### config.mk
export PLATFORM = sky130hd
export DESIGN_NAME = i2c_arbiter
export DESIGN_NICKNAME = d
export VERILOG_FILES = /design/src/rtl/i2c_arbiter.sv
export SDC_FILE = /design/constraint.sdc
export NUM_CORES = 1
export LEC_CHECK = 0
export BUFFER_PORTS_ARGS = -buffer_cell sky130_fd_sc_hd__buf_2
export CORE_UTILIZATION = 51
export DETAILED_ROUTE_END_ITERATION = 10
export PLACE_DENSITY_LB_ADDON = 0.1
export SETUP_SLACK_MARGIN = 0.15
export SYNTH_ARGS = -nofsm -noshare
export SYNTH_HDL_FRONTEND = slang
export SYNTH_SLANG_ARGS = --single-unit
### constraint.sdc
create_clock -name clk -period 4.2 [get_ports clk]
set_input_delay 0.84 -clock clk [delete_from_list [all_inputs] [get_ports clk]]
set_output_delay 0.84 -clock clk [all_outputs]
set_load 0.03 [all_outputs]
### src/rtl/i2c_arbiter.sv
// ---------------------------------------------------------------------------
// i2c_arbiter
//
// Shares one i2c_master between NREQ requesters. A round-robin pick is made
// in IDLE, the winner's address/op/write byte are latched towards the
// master, and the FSM walks START -> XFER -> DONE. A per-state cycle
// counter aborts a stuck transfer after TIMEOUT cycles with err=1.
//
// Ports
//   clk, rst      : clock, synchronous active-high reset
//   req           : per-requester request level (sampled only in IDLE)
//   req_addr      : 7-bit address per requester, packed [7k+6:7k]
//   req_op        : per-requester op, 0 = write, 1 = read
//   req_wdata     : write byte per requester, packed [8k+7:8k]
//   gnt           : one-hot grant, high in START and XFER
//   done          : one-cycle completion pulse to the served requester
//   rdata, err    : read byte / error flag, valid only while done != 0
//   m_newd        : new-transfer strobe to the master (high in START)
//   m_addr/op/din : latched transfer parameters to the master
//   m_dout        : read byte from the master
//   m_busy        : master busy flag
//   m_ack_err     : master acknowledge error
// ---------------------------------------------------------------------------
module i2c_arbiter #(
    parameter int NREQ    = 4,
    parameter int TIMEOUT = 4096
) (
    input  logic                 clk,
    input  logic                 rst,
    input  logic [NREQ-1:0]      req,
    input  logic [7*NREQ-1:0]    req_addr,
    input  logic [NREQ-1:0]      req_op,
    input  logic [8*NREQ-1:0]    req_wdata,
    output logic [NREQ-1:0]      gnt,
    output logic [NREQ-1:0]      done,
    output logic [7:0]           rdata,
    output logic                 err,
    output logic                 m_newd,
    output logic [6:0]           m_addr,
    output logic                 m_op,
    output logic [7:0]           m_din,
    input  logic [7:0]           m_dout,
    input  logic                 m_busy,
    input  logic                 m_ack_err
);

    localparam int IW = (NREQ > 1) ? $clog2(NREQ) : 1;
    localparam int CW = (TIMEOUT > 1) ? $clog2(TIMEOUT) : 1;
    localparam logic [CW-1:0] CNT_LAST = CW'(TIMEOUT - 1);
    localparam logic [IW-1:0] IDX_LAST = IW'(NREQ - 1);

    typedef enum logic [1:0] {
        IDLE  = 2'd0,
        START = 2'd1,
        XFER  = 2'd2,
        DONE  = 2'd3
    } state_t;

    state_t          state_reg, state_next;
    logic [IW-1:0]   idx_reg, idx_next;
    logic [IW-1:0]   ptr_reg, ptr_next;
    logic [CW-1:0]   cnt_reg, cnt_next;
    logic [6:0]      addr_reg, addr_next;
    logic            op_reg, op_next;
    logic [7:0]      din_reg, din_next;
    logic [7:0]      rdata_reg, rdata_next;
    logic            err_reg, err_next;

    // Unpacked views of the per-requester buses.
    logic [6:0]      addr_arr  [NREQ];
    logic [7:0]      wdata_arr [NREQ];

    logic            active;
    logic            win_found;
    logic [IW-1:0]   win_idx;
    logic [IW-1:0]   win_c;

    assign active = (state_reg == START) || (state_reg == XFER);

    genvar gi;
    generate
        for (gi = 0; gi < NREQ; gi++) begin : g_req
            assign addr_arr[gi]  = req_addr[7*gi +: 7];
            assign wdata_arr[gi] = req_wdata[8*gi +: 8];
            assign gnt[gi]       = active && (idx_reg == IW'(gi));
            assign done[gi]      = (state_reg == DONE) && (idx_reg == IW'(gi));
        end
    endgenerate

    // Round-robin search: candidates ptr+1, ptr+2, ... wrapping, ending at ptr.
    // The explicit wrap keeps this correct for non-power-of-two NREQ.
    always_comb begin
        win_found = 1'b0;
        win_idx   = '0;
        win_c     = ptr_reg;
        for (int i = 0; i < NREQ; i++) begin
            win_c = (win_c == IDX_LAST) ? '0 : win_c + IW'(1);
            if (!win_found && req[win_c]) begin
                win_found = 1'b1;
                win_idx   = win_c;
            end
        end
    end

    always_ff @(posedge clk) begin
        if (rst) begin
            state_reg <= IDLE;
            idx_reg   <= '0;
            ptr_reg   <= IDX_LAST;
            cnt_reg   <= '0;
            addr_reg  <= '0;
            op_reg    <= 1'b0;
            din_reg   <= '0;
            rdata_reg <= '0;
            err_reg   <= 1'b0;
        end else begin
            state_reg <= state_next;
            idx_reg   <= idx_next;
            ptr_reg   <= ptr_next;
            cnt_reg   <= cnt_next;
            addr_reg  <= addr_next;
            op_reg    <= op_next;
            din_reg   <= din_next;
            rdata_reg <= rdata_next;
            err_reg   <= err_next;
        end
    end

    always_comb begin
        state_next = state_reg;
        idx_next   = idx_reg;
        ptr_next   = ptr_reg;
        cnt_next   = cnt_reg;
        addr_next  = addr_reg;
        op_next    = op_reg;
        din_next   = din_reg;
        rdata_next = rdata_reg;
        err_next   = err_reg;
        case (state_reg)
            IDLE: begin
                if (win_found) begin
                    // Parameters are captured here and never re-read, so later
                    // changes on the request buses cannot disturb the transfer.
                    idx_next   = win_idx;
                    addr_next  = addr_arr[win_idx];
                    op_next    = req_op[win_idx];
                    din_next   = wdata_arr[win_idx];
                    cnt_next   = '0;
                    state_next = START;
                end
            end
            START: begin
                if (m_busy) begin
                    cnt_next   = '0;
                    state_next = XFER;
                end else if (cnt_reg == CNT_LAST) begin
                    rdata_next = '0;
                    err_next   = 1'b1;
                    state_next = DONE;
                end else begin
                    cnt_next = cnt_reg + CW'(1);
                end
            end
            XFER: begin
                if (!m_busy) begin
                    rdata_next = m_dout;
                    err_next   = m_ack_err;
                    state_next = DONE;
                end else if (cnt_reg == CNT_LAST) begin
                    rdata_next = '0;
                    err_next   = 1'b1;
                    state_next = DONE;
                end else begin
                    cnt_next = cnt_reg + CW'(1);
                end
            end
            DONE: begin
                ptr_next   = idx_reg;
                state_next = IDLE;
            end
            default: begin
                state_next = IDLE;
            end
        endcase
    end

    assign m_newd = (state_reg == START);
    assign m_addr = addr_reg;
    assign m_op   = op_reg;
    assign m_din  = din_reg;
    // Result registers may hold stale values between transfers; only expose
    // them alongside the done pulse.
    assign rdata  = (state_reg == DONE) ? rdata_reg : 8'h00;
    assign err    = (state_reg == DONE) ? err_reg : 1'b0;

endmodule

---- Word level (Yosys, flattened, before mapping) ----
Cells that the tools add are included.
storage, ports and cells
  flip-flop bits (word level) ............. 43
  output and inout bits ................... 34
  word-level logic and storage cells ...... 105
operators by class
  add/subtract/negate cells ............... 5
  magnitude comparators ................... 6
  eq/ne operators ......................... 14
  multiplexer cells ....................... 48
  bitwise operators ....................... 1
  reductions and logical operators ........ 22
operators by type and width
  kind                     number
  $mux W12                 4
  $mux W8                  6
  $pmux W12 S3             1
  $mux W2                  12
  $bmux W8 S2              1
  $eq A2 B2 Y1 const B     8
  $pmux W8 S2              1
  $lt A2 B3 Y1 const B     5
  $bmux W7 S2              1
  $mux W7                  2
  $mux W1                  13
  $add A12 B1 Y12 const B  1
  $eq A12 B12 Y1 const B   1
  $logic_and A1 B1 Y1      11
  $bmux W1 S2              5
  $add A2 B1 Y2 const B    4
  $pmux W2 S4              1
  $ne A2 B2 Y1 const B     3
  $eq A2 B1 Y1 const B     2
  $logic_not A2 Y1         2
  $reduce_and A2 Y1        2
  $ge A3 B3 Y1 const B     1
  $logic_not A1 Y1         3
  $not A2 Y3               1
  5 further kinds          5

---- Longest topological paths before layout ----
  depth in word-level cells ............... 18
  depth in mapped cells ................... 8

---- Worst setup path before layout ----
OpenSTA, ideal clock, no wires.
  path kind ............................... register to output
  from .................................... register state_reg[0]
  to ...................................... output port gnt[0]
  arrival time ............................ 1.529 ns
  slack ................................... 1.831 ns
  stages on the path, launching flop included .. 4
  cells stage by stage .................... dfxtp_1 -> inv_1 -> ha_1 -> nor3b_1
between the ends
  word-level cells in the longest chain between the ends .. 3
ends and longest elaborated chain
  item                                                 line  source
  start, declared                                      59    state_t state_reg, state_next;
  start signal, assigned                               117   state_reg <= state_next;
  $eq A2 B1 Y1 / $eq A2 B2 Y1 (equally long branches)  78    assign active = (state_reg == START) || (state_reg == XFER);
  $logic_or A1 B1 Y1 *                                 78
  $logic_and A1 B1 Y1 *                                85    assign gnt[gi] = active && (idx_reg == IW'(gi));
  end, declared                                        34    output logic [NREQ-1:0] gnt,
Every way passes the cells marked *; elsewhere a longest branch is shown, timed or not.

---- Final worst setup path ----
  from .................................... register state_reg[1]
  to ...................................... output port done[1]
between the ends
  word-level cells in the longest chain between the ends .. 2
ends and longest elaborated chain
  item                 line  source
  $eq A2 B2 Y1         86    assign done[gi] = (state_reg == DONE) && (idx_reg == IW'(gi));
  $logic_and A1 B1 Y1  86
  end, declared        35    output logic [NREQ-1:0] done,
No other way between the ends.

==> results.sh <==
export IMPL_largest_reg_flops=12
export IMPL_wl_um=6070
export IMPL_cap_violations=0
export IMPL_cts_tree="built"
export IMPL_critPathBufInv=2
export IMPL_dieArea_sq_um=5290
export IMPL_synth_area_per_cell_sq_um=8.80
export IMPL_hold_viol=0
export IMPL_powerDensity_nw_per_um2=329
export IMPL_start_util_pct=53.7
export IMPL_wl_met1_um=2760
export IMPL_relSlewSlack_pct=26.1
export IMPL_synth_largest_area_cell="dfxtp_1"
export IMPL_drcViolationCount=0
export IMPL_startpoint_type="flip-flop"
export IMPL_crit_type="flip-flop to output pin"
export IMPL_synth_area_top_cells="dfxtp_1 (34%), mux2i_1 (14%), nand2_1 (5.9%)"
export IMPL_yosysUniqueCellTypes=49
export IMPL_clockBufferDepth=2
export IMPL_syn_area_sq_um=2550
export IMPL_ff2ff_setup_slack_ps=1780
export IMPL_hold_buffers=0
export IMPL_r2r_cells=5
export IMPL_ys_warn_count=0
export IMPL_dr_total_vias=2524
export IMPL_placed_area_sq_um=3100
export IMPL_cts_root_buf="clkbuf_8"
export IMPL_wl_per_cell_um=13.2
export IMPL_regArea_sq_um=861
export IMPL_path_max_fanout=12
export IMPL_hpwl_um=4510
export IMPL_cp_required_ps=3360
export IMPL_clock_sinks=43
export IMPL_fin_skew_ps=5.12
export IMPL_cp_end_kind="output pin"
export IMPL_avgViaCountPerCell=5.49
export IMPL_max_stage_delay_ps=410
export IMPL_drt_iter0_drc=138
export IMPL_htreeDepth=2
export IMPL_grt_pass1_vias=2127
export IMPL_setup_tns_ps=0
export IMPL_min_delay_worst_endpoint="rdata_reg[4]"
export IMPL_rows=25
export IMPL_power_mw=1.05
export IMPL_fp_dieW_um=72.7
export IMPL_io_pins=114
export IMPL_grt_pass1_wl_um=9630
export IMPL_hold_path_startpoint="rdata_reg[4]"
export IMPL_clkTransAtPathRegs_ps=80
export IMPL_multi_input_comb_area_sq_um=1550
export IMPL_seq_area_frac_synth_pct=33.7
export IMPL_diodes=0
export IMPL_fmax_mhz=379
export IMPL_place_congestion=0.782
export IMPL_final_fill_count=420
export IMPL_synth_nets=378
export IMPL_timing_rr_start="ptr_reg[0]"
export IMPL_worstMarginPinSlew_ps=1100
export IMPL_fin_crit_ps=2640
export IMPL_area_growth_syn_to_layout_pct=25.4
export IMPL_fin_nets=480
export IMPL_hold_ws_ps=451
export IMPL_cts_buffers=5
export IMPL_timing_rr_end="m_din[4]"
export IMPL_portBuffers=113
export IMPL_die_h_um=72.7
export IMPL_rsz0062_at_grt="no"
export IMPL_final_design_area_no_fill_sq_um=3200
export IMPL_globalRouteTotalUtil_pct=23.1
export IMPL_cts_setup_buffers=0
export IMPL_finalCritPeriodShare_pct=62.8
export IMPL_path_cells="ha_1 -> inv_1 -> nor3b_1 -> buf_2"
export IMPL_setup_viol=0
export IMPL_post_route_util_pct=67.3
export IMPL_p_leak_nw=1.38
export IMPL_wl_met2_um=2930
export IMPL_core_area_sq_um=4750
export IMPL_synth_seq_cells=43
export IMPL_hold_class="flip-flop to flip-flop"
export IMPL_irDropWorstVdd_mv=0.200
export IMPL_critPathArrivalTime_ps=1800
export IMPL_wl_met3_um=293
export IMPL_grt_overflow=0
export IMPL_firstDrtPassIters=4
export IMPL_antenna_found_initial=0
export IMPL_status="completed"
export IMPL_postSynth_asyncResetShare_pct=0
export IMPL_ys_flop_type="dfxtp_1"
export IMPL_cp_slowest_cell="dfxtp_1"
export IMPL_min_path_cells=2
export IMPL_clock_latency_ps=300
export IMPL_cts_repair_resized=0
export IMPL_antenna_left=0
export IMPL_synth_top_area_share_pct=33.7
export IMPL_syn_inst=290
export IMPL_synth_edff_count=0
export IMPL_path_delay_family="buffers and inverters"
export IMPL_grt_max_degree=34
export IMPL_final_layout_size_suffix_gt1_share_pct=33.6
export IMPL_drv_slew=0
export IMPL_maxUsedRoutingLayer="met4"
[logic make-up after synthesis]
group	count (synthesis)	share of synthesized area, %
flip-flops	43	33.7
AO/OA/AOI/OAI	66	19.9
multiplexers	36	14.3
buffers and inverters	27	5.74
AND/OR/NAND/NOR	110	22.4
adder cells (fa/ha/maj)	8	3.92
[worst min-delay path, delay by kind of cell (launching register included)]
family	cells	cell delay [ps]
AND/OR/NAND/NOR	1	50
AO/OA/AOI/OAI	1	50
flip-flops	1	310
[how the worst max path moves through the flow]
stage	start	end	slack (ps)	cells past startpoint
after floorplan	state_reg[0]	gnt[0]	1830	3
after global placement	req[0]	m_addr[6]	1520	5
after detailed placement	req[0]	m_addr[6]	1450	5
after CTS	state_reg[1]	done[1]	1550	4
after global routing	state_reg[1]	done[1]	1370	4
final	state_reg[1]	done[1]	1560	4
[synthesized netlist by cell type, drive strengths merged, types with 2 or more instances]
| library cell | number |
|---|---|
| a21oi | 11 |
| a311oi | 4 |
| a31oi | 3 |
| a41oi | 2 |
| and2 | 11 |
| and3 | 6 |
| and3b | 2 |
| and4 | 2 |
| buf | 11 |
| clkbuf | 8 |
| dfxtp | 43 |
| ha | 8 |
| inv | 8 |
| mux2i | 35 |
| nand2 | 40 |
| nand3 | 9 |
| nor2 | 13 |
| nor3 | 7 |
| nor3b | 2 |
| nor4 | 3 |
| o211ai | 2 |
| o21ai | 7 |
| o221ai | 16 |
| o31a | 2 |
| o31ai | 14 |
| or3 | 2 |
| or4 | 6 |
[final cells by class]
type | instances | share of cell area (%)
Multi-Input combinational cell | 220 | 48.5
Sequential cell | 43 | 26.9
Timing Repair Buffer | 114 | 17.9
Clock buffer | 8 | 3.13
Tap cell | 67 | 2.62
Inverter | 8 | 0.939
[layer usage]
layer / vias up / GRT usage [%]
li1: 1286 / -
met3: 7 / 5.66
met2: 70 / 38.3
met1: 1161 / 29.7
met5: - / 0
met4: 0 / 6.75
[power by group]
| part | internal, mW | switching, mW |
|---|---|---|
| clock network | 0.150 | 0.136 |
| logic | 0.117 | 0.184 |
| registers | 0.442 | 0.0234 |
[per-stage QoR]
stage          setup WS (ps)  instances
4_1_cts                 1550        460
2_1_floorplan           1830        290
5_1_grt                 1370        460
3_5_place_dp            1450        452
6_report                1560        460
3_3_place_gp            1520        452
[placed cells by master, fill, tap and decap left out, types with 2 or more instances in the layout]
cell,synthesis,routed
nand3_1,9,9
a21oi_1,11,11
inv_1,8,8
a311oi_1,3,3
buf_2,7,113
mux2i_1,35,35
or3_1,2,2
nand2_1,40,40
o221ai_1,16,16
a41oi_1,2,2
nor4_1,3,3
and2_1,11,11
and3_1,6,6
and4_1,2,2
o21ai_0,5,5
a31oi_1,3,3
nor3_1,7,7
nor3b_1,2,2
o31a_1,2,2
o31ai_1,14,13
or4_1,5,5
nor2_1,13,13
clkbuf_8,0,7
ha_1,8,8
dfxtp_1,43,43
(Power assumes the default switching activity.)
